===== src/rtl/renkon_linebuf_feed.sv =====
// renkon_linebuf_feed: streams a square feature map from image memory into the line buffer,
// hiding the 1-cycle read latency behind a 2-entry prefetch FIFO.
module renkon_linebuf_feed #(
    parameter int DWIDTH = 16,
    parameter int LWIDTH = 10,
    parameter int AWIDTH = 12
) (
    input  logic                     clk,
    input  logic                     xrst,
    input  logic                     feed_req,
    input  logic [AWIDTH-1:0]        feed_base,
    input  logic [LWIDTH-1:0]        img_size,
    output logic                     feed_ack,
    output logic                     feed_done,
    output logic                     feed_err,
    output logic [AWIDTH-1:0]        mem_addr,
    input  logic signed [DWIDTH-1:0] mem_rdata,
    output logic                     buf_req,
    input  logic                     buf_ack,
    input  logic                     buf_ready,
    output logic signed [DWIDTH-1:0] buf_input
);
    typedef enum logic [1:0] {S_WAIT, S_REQ, S_STREAM} state_t;
    state_t state;
    logic [AWIDTH-1:0] base, addr_q;
    logic [2*LWIDTH-1:0] total, read_cnt, pop_cnt, size_ext;
    logic signed [DWIDTH-1:0] f0, f1;
    logic [1:0] fifo_cnt;
    logic [2:0] credit;
    logic inflight, active, pop, underrun, issue, done;
    assign size_ext = {{LWIDTH{1'b0}}, img_size};
    assign active = state == S_REQ || state == S_STREAM;
    assign pop = active && buf_ready && fifo_cnt != 2'd0;
    assign underrun = active && buf_ready && fifo_cnt == 2'd0;
    assign done = pop && pop_cnt + 1'b1 == total;
    // Outstanding data after this cycle's pop; reads stop at 2 so the FIFO can never overflow.
    assign credit = {1'b0, fifo_cnt} + {2'b0, inflight} - {2'b0, pop};
    assign issue = active && read_cnt < total && credit < 3'd2;
    assign mem_addr = issue ? base + read_cnt[AWIDTH-1:0] : addr_q;
    assign buf_input = fifo_cnt != 2'd0 ? f0 : '0;
    always_ff @(posedge clk or negedge xrst) begin
        if (!xrst) begin
            state <= S_WAIT;
            feed_ack <= 1'b1;
            feed_done <= 1'b0;
            feed_err <= 1'b0;
            buf_req <= 1'b0;
            base <= '0;
            addr_q <= '0;
            total <= '0;
            read_cnt <= '0;
            pop_cnt <= '0;
            inflight <= 1'b0;
            fifo_cnt <= '0;
            f0 <= '0;
            f1 <= '0;
        end else begin
            feed_done <= 1'b0;
            inflight <= issue;
            fifo_cnt <= fifo_cnt + {1'b0, inflight} - {1'b0, pop};
            if (issue) begin
                addr_q <= mem_addr;
                read_cnt <= read_cnt + 1'b1;
            end
            if (pop) pop_cnt <= pop_cnt + 1'b1;
            if (underrun) feed_err <= 1'b1;
            // Head register shifts on pop; returning data lands in the first free slot.
            if (pop) f0 <= fifo_cnt == 2'd2 ? f1 : mem_rdata;
            else if (inflight && fifo_cnt == 2'd0) f0 <= mem_rdata;
            if (inflight && fifo_cnt == (pop ? 2'd2 : 2'd1)) f1 <= mem_rdata;
            case (state)
                S_WAIT: if (feed_req) begin
                    state <= S_REQ;
                    feed_ack <= 1'b0;
                    buf_req <= 1'b1;
                    base <= feed_base;
                    total <= size_ext * size_ext;
                    read_cnt <= '0;
                    pop_cnt <= '0;
                    fifo_cnt <= '0;
                    feed_err <= 1'b0;
                end
                S_REQ: if (done) begin
                    state <= S_WAIT;
                    feed_ack <= 1'b1;
                    feed_done <= 1'b1;
                    buf_req <= 1'b0;
                end else if (buf_ack) begin
                    state <= S_STREAM;
                    buf_req <= 1'b0;
                end
                S_STREAM: if (done) begin
                    state <= S_WAIT;
                    feed_ack <= 1'b1;
                    feed_done <= 1'b1;
                end
                default: begin
                    state <= S_WAIT;
                    feed_ack <= 1'b1;
                    buf_req <= 1'b0;
                end
            endcase
        end
    end
endmodule

===== config.mk =====
export PLATFORM = sky130hd
export DESIGN_NAME = renkon_linebuf_feed
export DESIGN_NICKNAME = d
export VERILOG_FILES = /design/src/rtl/renkon_linebuf_feed.sv
export SDC_FILE = /design/constraint.sdc
export NUM_CORES = 1
export LEC_CHECK = 0
export CORE_MARGIN = 2
export CORE_UTILIZATION = 50
export DETAILED_ROUTE_END_ITERATION = 8
export PLACE_DENSITY = 0.75
export SLEW_MARGIN = 20
export SYNTH_ARGS = -nofsm -noshare
export SYNTH_HDL_FRONTEND = slang
export SYNTH_SLANG_ARGS = --single-unit

===== constraint.sdc =====
create_clock -name clk -period 4.6 [get_ports clk]
set_clock_uncertainty 0.15 [all_clocks]
set_input_delay 0.69 -clock clk [delete_from_list [all_inputs] [get_ports clk]]
set_output_delay 0.69 -clock clk [all_outputs]
set_load 0.01 [all_outputs]

# Yosys cells after proc, flatten, opt, wreduce, memory -nomap -nowiden

Cells that the tools add are included.
W data, S select, Z words.

Add/sub/neg operators: 7
$mul: 1
Order comparisons: 2
Eq/ne operators: 9
Muxes and demuxes: 31
Bitwise logic cells: 1
Reductions and logical operators: 18

Operators with widths:

| kind                    | number |
|---|---|
| $mux W20                | 6 |
| $mux W16                | 4 |
| $add A20 B1 Y20 const B | 2 |
| $eq A20 B20 Y1          | 1 |
| $lt A20 B20 Y1          | 1 |
| $mul A10 B10 Y20        | 1 |
| $mux W2                 | 7 |
| $add A12 B12 Y12        | 1 |
| $mux W12                | 1 |
| $mux W1                 | 10 |
| $logic_and A1 B1 Y1     | 8 |
| $pmux W2 S3             | 1 |
| $reduce_and A3 Y1       | 2 |
| $eq A2 B2 Y1 const B    | 2 |
| $logic_not A2 Y1        | 2 |
| $ne A2 B2 Y1 const B    | 2 |
| $reduce_and A2 Y1       | 2 |
| $reduce_bool A2 Y1      | 2 |
| $add A2 B1 Y3           | 1 |
| $lt A3 B2 Y1 const B    | 1 |
| $ne A3 B3 Y1 const B    | 1 |
| $pmux W1 S3             | 1 |
| $sub A3 B1 Y3           | 1 |
| $add A2 B1 Y2           | 1 |
| 8 further kinds         | 8 |

Register bits after elaboration: 125
Input port bits: 43
Output and inout port bits: 32
Word-level logic and storage cells: 83

# Depth between registers and ports, before layout

Gate-level depths: netlist of the first run.

Depth after elaboration: 10
Gate-level depth with buffers: 21
Depth with buffers taken out: 20

# Least setup slack after synthesis of the first run

No wires, ideal clock.

Kind: input -> register
Start point: in img_size[5]
End point: reg total[18]
Library setup time: 0.083 ns
Arrival time: 5.486 ns
Required time: 4.367 ns
Setup slack: -1.119 ns
Cell stages on the path: 20
Path buffers: 1
Cells stage by stage: clkbuf_1 > and2_1 > fa_1 > ha_1 > inv_1 > fa_1 > inv_1 > fa_1 > inv_1 > fa_1 > inv_1 > ha_1 > nand3_1 > a2111oi_0 > o31ai_1 > a211o_1 > a311oi_1 > a31oi_1 > xor2_1 > o21ai_0

Cells in the longest elaborated chain, start to end: 1

RTL lines:

| what                 | RTL line | RTL |
|---|---|---|
| start, declared      | 12       | `input logic [LWIDTH-1:0] img_size,` |
| $mul A10 B10 Y20     | 77       | `total <= size_ext * size_ext;` |
| end signal, assigned | 77       |  |
| end, declared        | 26       | `logic [2*LWIDTH-1:0] total, read_cnt, pop_cnt, size_ext;` |

Every way passes these cells.
A chain may end at the register's enable or synchronous reset.

# Final worst setup path of the first run

Start point: in img_size[2]
End point: reg total[18]

Same word-level chain as after synthesis.

==> results of run 1 <==
==> critical path: stages <==
cell       delay [ps]
buf_8             100
buf_6             120
and2_4            150
fa_1              440
ha_1              310
inv_2              40
fa_1              500
inv_1              50
fa_1              470
inv_1              50
fa_1              490
inv_2              40
ha_4              270
buf_6             100
nand3_4            70
a2111oi_4         240
o31ai_2           110
a211o_1           300
a311oi_2          240
a31oi_1           130
xor2_1            140
o21ai_1            70
==> state kept, by name, summed over array words and instances, names as in the netlist <==
register and flops:
feed_ack 1, total 19, addr_q 12, state 2, fifo_cnt 2, inflight 1
f0 16, base 12, feed_err 1, buf_req 1, pop_cnt 20, f1 16
read_cnt 20, feed_done 1
==> final cells by class <==
class	instances	area (sq um)
multi-input combinational	792	6420
fill	1478	6410
sequential	124	3100
timing repair buffer	183	1560
clock buffer	19	443
inverter	111	417
tap	260	325
clock inverter	13	141
==> metrics by stage <==
| stage | cells | hold slack [ps] | util | setup WS (ps) |
|---|---|---|---|---|
| 6_report | 1502 | 115 | 0.659 | -414 |
| 3_5_place_dp | 1446 | 311 | 0.604 | -1450 |
| 2_1_floorplan | 1064 | 244 | - | -782 |
| 3_3_place_gp | 1446 | 302 | 0.604 | -1340 |
| 5_1_grt | 1502 | 163 | 0.659 | -598 |
| 4_1_cts | 1493 | 136 | 0.645 | -514 |
==> routing by layer <==
metal / track usage / vias up
met4: 0.0745 / 0
met5: 0 / -
met2: 0.369 / 151
met3: 0.0349 / 31
li1: - / 3930
met1: 0.297 / 3883
==> cell families (layout without fill, tap and decap cells) <==
family	after synthesis	after routing	synth area share
compound gates	186	186	0.118
xor+xnor	79	79	0.0715
fa+ha+maj	131	131	0.207
buf+inv	150	326	0.0587
flops	124	124	0.321
mux	41	41	0.0450
simple gates	353	355	0.180
==> cells in the final DEF, fill, tap and decap left out, drive strengths merged, types with 4 or more instances in the layout <==
master / n
a21oi: 38
dfrtp: 123
a211oi: 5
ha: 83
a21o: 17
nand2b: 9
mux2i: 21
nand4: 12
clkinv: 5
clkdlybuf4s50: 51
xnor2: 42
nor4: 4
nor2: 57
and4: 5
and3: 6
nor2b: 21
fa: 48
inv: 114
or3: 19
nand3: 19
o31ai: 7
nand2: 141
a31oi: 4
clkbuf: 24
buf: 127
mux2: 20
o21ai: 79
nor3: 16
o211ai: 10
and2: 29
or4: 7
xor2: 37
==> timing repair <==
item                                    CTS  global route
gates resized for setup                 107            78
buffers inserted                         15            11
endpoints found under the setup margin   25            24
pin swaps                                31            35
cloned                                    2             0
==> how the worst max path moves through the flow <==
| stage | startpoint | to | slack [ps] | depth (start not counted) |
|---|---|---|---|---|
| 6_report | img_size[2] | total[18] | -410 | 22 |
| 5_1_grt | img_size[2] | total[18] | -600 | 22 |
| 4_1_cts | img_size[2] | total[13] | -510 | 21 |
| 3_5_place_dp | img_size[1] | total[18] | -1450 | 20 |
| 3_3_place_gp | img_size[8] | total[19] | -1340 | 17 |
| 2_1_floorplan | img_size[1] | total[18] | -780 | 20 |
==> power by group through the flow <==
stage	registers (mW)	logic (mW)	clock network (mW)
final	1.75	4.95	1.33
after global routing	1.79	5.47	1.40
after CTS	1.74	4.47	1.35
after detailed placement	1.76	4.19	0
after global placement	1.74	4.07	0
after floorplan	1.67	2.64	0
==> impl_results.md, run 1 <==
* Status: finished, violations left
* Failing checks: negative setup slack
* Pint at 4.72 mW
* Crit Reg-Reg Startpoint: state[1]
* Worst path arrival time at 5140 ps
* Lkg Pwr at 6.06 nW
* Clk slew on worst S/H paths at 60 ps
* DRT iter0 DRCs at 468
* CTS Root Cell: clkbuf_16
* Slew HR at 0.366
* Endpoints failing hold at 0
* Slew @ Worst Pin at 951 ps
* Initial antenna violation count at 0
* Mapped Avg Cell Area at 9.10 sq um
* Top sig layer: met4
* Die area at 0.0205 sq mm
* Gr ovfl total at 0
* Post-layout min period at 5010 ps
* Nets@finish at 1403
* Detailed Place HPWL at 15900 um
* Worst r2r dst: read_cnt[19]
* Gr usage total at 0.222
* Async SR Flop Fraction at 1.00
* Row Count at 50
* Most frequent cell after synthesis: nand2_1
* Post-synth top area share at 0.318
* Vias in the first global route at 7928
* WL/cell at 14.9 um
* Chip height at 143 um
* Post-synth top cells: nand2_1 (141), dfrtp_1 (123), inv_1 (110)
* Die W at 143 um
* Post-synth cell types at 60
* Area grow syn2layout at 28.3%
* Clk_lat worst skew at 420 ps
* Flop pwr share at 0.218
* Max-Cap Viols at 0
* CP required at 4720 ps
* First-pass GRT wire length at 36600 um
* Post-route design area at 0.0124 sq mm
* Cts bufs inserted at 17
* CP Launch Type: input pin
* Register area share after synthesis at 0.321
* Upper clock frequency limit at 199 MHz
* DP Area at 0.0114 sq mm
* Tightest Hold Check Type: in2async
* Clock power frac at 0.166
* Switching Fraction at 0.412
* Post-CTS Hold Buffers at 0
* Wire length on met3 at 833 um
* Port Buf Inserts at 74
* Worst setup margin at -414 ps
* Final period utilization at 1.09
* M1 WL at 10300 um
* Yosys warning count at 0
* Routed wire length at 22300 um
* Share of post-route cells with drive strength above 1 at 0.213
* Crit. End Element: flop
* Post-synthesis register bit count at 124
* Largest net degree at the start of global routing at 46
* Crit Path Category: in2reg
* Worst Path Max Fanout at 5
* Switching Power at 3.31 mW
* Htree depth at 4
* Initial core utilization at 0.514
* FF-to-FF setup slack at 500 ps
* Overall Power at 8.03 mW
* Vias at 7995
* ANT cells at 0
* Core outline area at 0.0188 sq mm
* Yosys top cell by area: dfrtp_1
* Met2 wire length at 10900 um
* Iteration count of the initial detailed-routing pass at 4
* Reg2Reg Depth at 18
* IO Pins at 75
* Fraction of power consumed by combinational cells at 0.616
* CTS tree: built
* Drt drc at 0
* # clock sinks at 124
* # setup viols final at 9
* Gpl congestion at 0.867
* Synth top area cells: dfrtp_1 (32%), ha_1 (11%), fa_1 (9.9%)
* EDFF count, synth at 0
* Ys flop type: dfrtp_1
* Clk buf depth at 2
* Cells after Synth at 1064
* Antenna-violating nets left at 0
* Synthesized cell area at 0.00968 sq mm
* DR vias/cell at 5.32
* TNS Setup at -2340 ps
* RSZ-0062 raised after global routing: true
* P per Cell Area at 647 mW/mm^2
* Mapped Nets at 1238
* Final slew viol count at 0
* Peak supply drop at 0.385 mV
Note: power is estimated with default switching activity, not from simulation.
==> inputs of run 2 (changes only) <==
- CORE_MARGIN: 2 -> default
==> run 2 against run 1 <==
The run still ends with negative setup slack left. First-iteration DRC count fell by 7.7%. Maximum frequency shrank 4.4%. Via count shrank 0.78%. Core utilization decreased by 0.69 points. Sequential power is essentially flat. Clock-buffer cell count shrank 1. Sequential cell count unchanged. Critical path type unchanged. Critical endpoint is now total[13].
==> impl_results.md, run 2 (same netlist as run 1, synthesis figures left out) <==
* Crit Path Category: in2reg (unchanged)
* Clk buf depth at 2 (unchanged)
* Core outline area at 0.0188 sq mm (unchanged)
* Lkg Pwr at 6.03 nW (was 6.06 nW)
* CP Launch Type: input pin (unchanged)
* Clk_lat worst skew at 420 ps (about the same)
* CP required at 4700 ps (was 4720 ps)
* Upper clock frequency limit at 191 MHz (was 199 MHz)
* DR vias/cell at 5.29 (was 5.32)
* Gr usage total at 0.232 (was 0.222)
* Largest stage delay, worst path at 580 ps (was 500 ps)
* Worst path top cell family by delay: adder cells (unchanged)
* CTS tree: built (unchanged)
* Antenna-violating nets left at 0 (unchanged)
* Initial antenna violation count at 0 (unchanged)
* Row Count at 50 (unchanged)
* Vias in the first global route at 7916 (was 7928)
* Failing checks: negative setup slack (unchanged)
* Crit. End Element: flop (unchanged)
* CP max stage cell: fa_1 (unchanged)
* TNS Setup at -4320 ps (was -2340 ps)
* Post-layout min period at 5240 ps (was 5010 ps)
* CTS Root Cell: clkbuf_16 (unchanged)
* Vias at 7933 (was 7995)
* DP Area at 0.0114 sq mm (about the same)
* Post-layout util at 0.652 (was 0.659)
* Status: finished, violations left (unchanged)
* Port Buf Inserts at 74 (unchanged)
* Slew HR at 0.356 (was 0.366)
* Area grow syn2layout at 26.9% (was 28.3%)
* Max-Cap Viols at 0 (unchanged)
* Worst Path Max Fanout at 4 (was 5)
* Commonest non-fill, non-tap cell in the layout: nand2_1 (unchanged)
* Peak supply drop at 0.413 mV (was 0.385 mV)
* Routed wire length at 22000 um (was 22300 um)
* Critical path, cell by cell: buf_8, and2_4, fa_1, inv_2, fa_1, inv_2, ha_4, inv_2, fa_1, inv_2, fa_1, ha_4, buf_6, a221o_1, o211ai_1, buf_4, a21oi_4, a21o_1, a21oi_2, xor2_1, o21ai_1 (was buf_8, buf_6, and2_4, fa_1, ha_1, inv_2, fa_1, inv_1, fa_1, inv_1, fa_1, inv_2, ha_4, buf_6, nand3_4, a2111oi_4, o31ai_2, a211o_1, a311oi_2, a31oi_1, xor2_1, o21ai_1)
* Largest net degree at the start of global routing at 48 (was 46)
* Post-CTS Hold Buffers at 0 (unchanged)
* Cts bufs inserted at 17 (unchanged)
* Share of post-route cells with drive strength above 1 at 0.195 (was 0.213)
* DRT iter0 DRCs at 432 (was 468)
* RSZ-0062 raised after global routing: true (unchanged)
* Tightest Hold Check Type: in2async (unchanged)
* # clock sinks at 124 (unchanged)
* Finished Layout Cells at 1499 (was 1502)
* Chip height at 141 um (was 143 um)
* Slew @ Worst Pin at 964 ps (was 951 ps)
* Biggest regs: pop_cnt: 20 flops, read_cnt: 20 flops, total: 19 flops (unchanged)
* Htree depth at 4 (unchanged)
* Die W at 141 um (was 143 um)
* Initial core utilization at 0.514 (unchanged)
* Gpl congestion at 0.874 (was 0.867)
* IO Pins at 75 (unchanged)
* Iteration count of the initial detailed-routing pass at 5 (was 4)
* First-pass GRT wire length at 37000 um (was 36600 um)
* Endpoints failing hold at 0 (unchanged)
* Post-route design area at 0.0123 sq mm (was 0.0124 sq mm)
* Worst setup margin at -645 ps (was -414 ps)
* Placed cell count at 1447 (was 1446)
* Nets@finish at 1400 (was 1403)
* Detailed Place HPWL at 16000 um (was 15900 um)
* Clk slew on worst S/H paths at 60 ps (about the same)
* Worst path arrival time at 5340 ps (was 5140 ps)
* Final slew viol count at 0 (unchanged)
* Die area at 0.0199 sq mm (was 0.0205 sq mm)
* Most frequent cells in the layout: nand2_1 (134), dfrtp_1 (123), inv_1 (103) (was nand2_1 (125), dfrtp_1 (123), inv_1 (102))
* CP bufs+invs at 7 (unchanged)
* Drt drc at 0 (unchanged)
* # setup viols final at 17 (was 9)
* Final period utilization at 1.14 (was 1.09)
* WL/cell at 14.7 um (was 14.9 um)
* P per Cell Area at 634 mW/mm^2 (was 647 mW/mm^2)
* ANT cells at 0 (unchanged)
* Gr ovfl total at 0 (unchanged)
==> run 2: cell count changes in the layout (fill, tap and decap cells not counted), sizes merged <==
| cell | change |
|---|---|
| nor2 | -2 |
| clkinvlp | -1 |
| clkbuf | -5 |
| inv | +2 |
| buf | -1 |
| dlygate4sd2 | +4 |
==> run 2: timing repair <==
action,in CTS,in global routing
setup endpoints to repair,25,24
buffers inserted,15,5
pin swaps,39,9
gates resized for setup,118,22
==> run 2: power by group <==
group / total (mW) / switching (mW) / internal (mW)
Clock: 1.35 / 0.528 / 0.822
Combinational: 4.70 / 2.38 / 2.32
Sequential: 1.74 / 0.265 / 1.48
Total: 7.79 / 3.18 / 4.62
==> run 2: worst paths after layout <==
kind / startpoint / end / slack, ps / cells after the start
setup / recovery: img_size[4] / total[13] / -640 / 21
hold / removal: xrst / state[0] / 130 / 1
setup reg to reg: state[1] / read_cnt[19] / 500 / 18
hold reg to reg: f0[5] / f0[5] / 320 / 2
max in group asynchronous: xrst / addr_q[2] / 3170 / 2
min in group clk: f0[5] / f0[5] / 320 / 2
==> run 2: area by class of cell <==
cell class                      count  area (sq um)
Fill cell                        1519          6550
Multi-Input combinational cell    790          6310
Sequential cell                   124          3100
Timing Repair Buffer              182          1530
Clock buffer                       18           439
Inverter                          111           417
Tap cell                          260           325
Clock inverter                     14           158
==> run 2: stage by stage <==
stage                     worst slack, ps  hold slack [ps]  power [mW]
final                                -645              129        7.79
after global routing                 -769              164        8.43
after detailed placement            -1440              312        5.93
after CTS                            -513              147        7.61
after floorplan                      -782              244        4.31
after global placement              -1370              300        5.80
==> run 2: routing by layer <==
layer,up-vias,part of all wire,GRT usage
met5,-,0,0
met4,0,0.012,0.0635
met3,22,0.030,0.0384
met2,157,0.50,0.397
met1,3844,0.46,0.303
li1,3910,-,-
==> inputs of run 3 (changes only) <==
--- a/constraint.sdc
+++ b/constraint.sdc
@@ -4,2 +4,2 @@
 set_output_delay 0.69 -clock clk [all_outputs]
-set_load 0.01 [all_outputs]
+set_load 0.1 [all_outputs]
==> run 3 against run 2 <==
The run still ends with negative setup slack left. Maximum frequency increased by 5.4%. Via count increased by 0.67%. Sequential power about the same. First-iteration DRC count decreased by 20%. Sequential cell count unchanged.
==> impl_results.md, run 3 (same netlist as run 1, synthesis figures left out) <==
* ANT cells at 0 (unchanged)
* Post-layout min period at 4970 ps (was 5240 ps)
* Final slew viol count at 0 (unchanged)
* Area grow syn2layout at 29.7% (was 26.9%)
* Tightest Hold Check Type: in2async (unchanged)
* Biggest regs: pop_cnt: 20 flops, read_cnt: 20 flops, total: 19 flops (unchanged)
* Row Count at 50 (unchanged)
* Nets@finish at 1396 (was 1400)
* CP required at 4750 ps (was 4700 ps)
* WL/cell at 15.1 um (was 14.7 um)
* Antenna-violating nets left at 0 (unchanged)
* Worst Path Max Fanout at 4 (unchanged)
* Port Buf Inserts at 74 (unchanged)
* CTS Root Cell: clkbuf_16 (unchanged)
* Clk_lat worst skew at 430 ps (was 420 ps)
* Share of post-route cells with drive strength above 1 at 0.210 (was 0.195)
* Initial antenna violation count at 0 (unchanged)
* Iteration count of the initial detailed-routing pass at 4 (was 5)
* Vias at 7986 (was 7933)
* Slew HR at 0.289 (was 0.356)
* Drt drc at 0 (unchanged)
* Most frequent cells in the layout: nand2_1 (132), dfrtp_1 (123), inv_1 (97) (was nand2_1 (134), dfrtp_1 (123), inv_1 (103))
* Detailed Place HPWL at 16600 um (was 16000 um)
* Failing checks: negative setup slack (unchanged)
* Largest stage delay, worst path at 520 ps (was 580 ps)
* Commonest non-fill, non-tap cell in the layout: nand2_1 (unchanged)
* Max-Cap Viols at 0 (unchanged)
* Top cell by count, worst path: fa_1
* DR vias/cell at 5.34 (was 5.29)
* Critical Path Source: img_size[2] (was img_size[4])
* Chip height at 141 um (unchanged)
* Routed wire length at 22600 um (was 22000 um)
* Crit. End Element: flop (unchanged)
* Critical path, cell by cell: buf_8, buf_6, nand2_2, buf_4, fa_1, inv_1, ha_2, inv_2, fa_1, inv_1, fa_1, inv_1, fa_1, inv_2, ha_4, buf_6, nor2_1, nor2_1, o211ai_1, a2111o_1, a31o_4, o21ai_2, xnor2_1, o21ai_1 (was buf_8, and2_4, fa_1, inv_2, fa_1, inv_2, ha_4, inv_2, fa_1, inv_2, fa_1, ha_4, buf_6, a221o_1, o211ai_1, buf_4, a21oi_4, a21o_1, a21oi_2, xor2_1, o21ai_1)
* Core outline area at 0.0188 sq mm (unchanged)
* CP Launch Type: input pin (unchanged)
* Die area at 0.0199 sq mm (unchanged)
* Pre-CTS WS at -1470 ps (was -1440 ps)
* Initial core utilization at 0.514 (unchanged)
* Hold_ws at 135 ps (was 129 ps)
* CTS tree: built (unchanged)
* First-pass GRT wire length at 37600 um (was 37000 um)
* DRT iter0 DRCs at 344 (was 432)
* Worst path arrival time at 5130 ps (was 5340 ps)
* Peak supply drop at 0.692 mV (was 0.413 mV)
* Slew @ Worst Pin at 1060 ps (was 964 ps)
* P per Cell Area at 787 mW/mm^2 (was 634 mW/mm^2)
* Post-layout util at 0.667 (was 0.652)
* Post-CTS Hold Buffers at 0 (unchanged)
* Cts bufs inserted at 17 (unchanged)
* Worst setup margin at -375 ps (was -645 ps)
* Post-route design area at 0.0126 sq mm (was 0.0123 sq mm)
* Crit Reg-Reg Startpoint: state[0] (was state[1])
* Gr usage total at 0.235 (was 0.232)
* Die W at 141 um (unchanged)
* RSZ-0062 raised after global routing: true (unchanged)
* Final period utilization at 1.08 (was 1.14)
* Largest net degree at the start of global routing at 55 (was 48)
* Lkg Pwr at 6.07 nW (was 6.03 nW)
* Gr ovfl total at 0 (unchanged)
* Reg2Reg Depth at 17 (was 18)
* CP max stage cell: fa_1 (unchanged)
* Htree depth at 4 (unchanged)
* Crit Path Category: in2reg (unchanged)
* IO Pins at 75 (unchanged)
* Endpoints failing hold at 0 (unchanged)
* Vias in the first global route at 8072 (was 7916)
* Clk buf depth at 2 (unchanged)
* Clk slew on worst S/H paths at 60 ps (about the same)
* Status: finished, violations left (unchanged)
* # clock sinks at 124 (unchanged)
* DP Area at 0.0116 sq mm (was 0.0114 sq mm)
* Gpl congestion at 0.849 (was 0.874)
* Upper clock frequency limit at 201 MHz (was 191 MHz)
* # setup viols final at 10 (was 17)
-- run 3: metal layers --
layer	vias up	GRT usage	part of all wire
met5	-	0	0
met3	32	0.0431	0.036
met2	155	0.409	0.50
met1	3873	0.297	0.44
met4	0	0.0727	0.018
li1	3926	-	-
-- run 3: final cells by class --
| class | count | area [sq um] |
|---|---|---|
| clock buffers | 18 | 439 |
| clock inverters | 14 | 136 |
| fillers | 1457 | 6270 |
| inverters | 111 | 417 |
| multi-input cells | 790 | 6430 |
| flip-flops and latches | 124 | 3100 |
| well taps | 260 | 325 |
| repair buffers | 178 | 1700 |
-- run 3: worst max-delay path, delay by kind of cell --
kind	cells	cell delay (ps)
buffers and inverters	9	690
AND/OR/NAND/NOR	3	230
adder cells (fa/ha/maj)	6	2380
AO/OA/AOI/OAI	5	1000
XOR/XNOR	1	120
-- run 3: worst paths after layout --
check	end	slack (ps)
max reg2reg	read_cnt[6]	750
max in group asynchronous	read_cnt[15]	3190
max	total[19]	-370
min in group clk	f0[13]	320
min	state[1]	140
min reg2reg	f0[13]	320
-- run 3: stage by stage --
step	instances	TNS [ps]	power (mW)
final	1495	-2790	9.89
after global routing	1495	-4510	10.5
after CTS	1492	-2580	9.64
after detailed placement	1447	-15890	7.97
after global placement	1447	-13930	7.79
after floorplan	1064	-10050	5.86
-- run 3: timing repair --
item	in CTS	in global routing
gates resized for setup	89	34
buffers inserted	14	4
setup endpoints to repair	25	24
pin swaps	38	16
-- run 3: power breakdown --
part | internal (mW) | switching, mW
Sequential | 1.48 | 0.296
Clock | 0.766 | 0.537
Combinational | 2.86 | 3.95
Total | 5.10 | 4.78
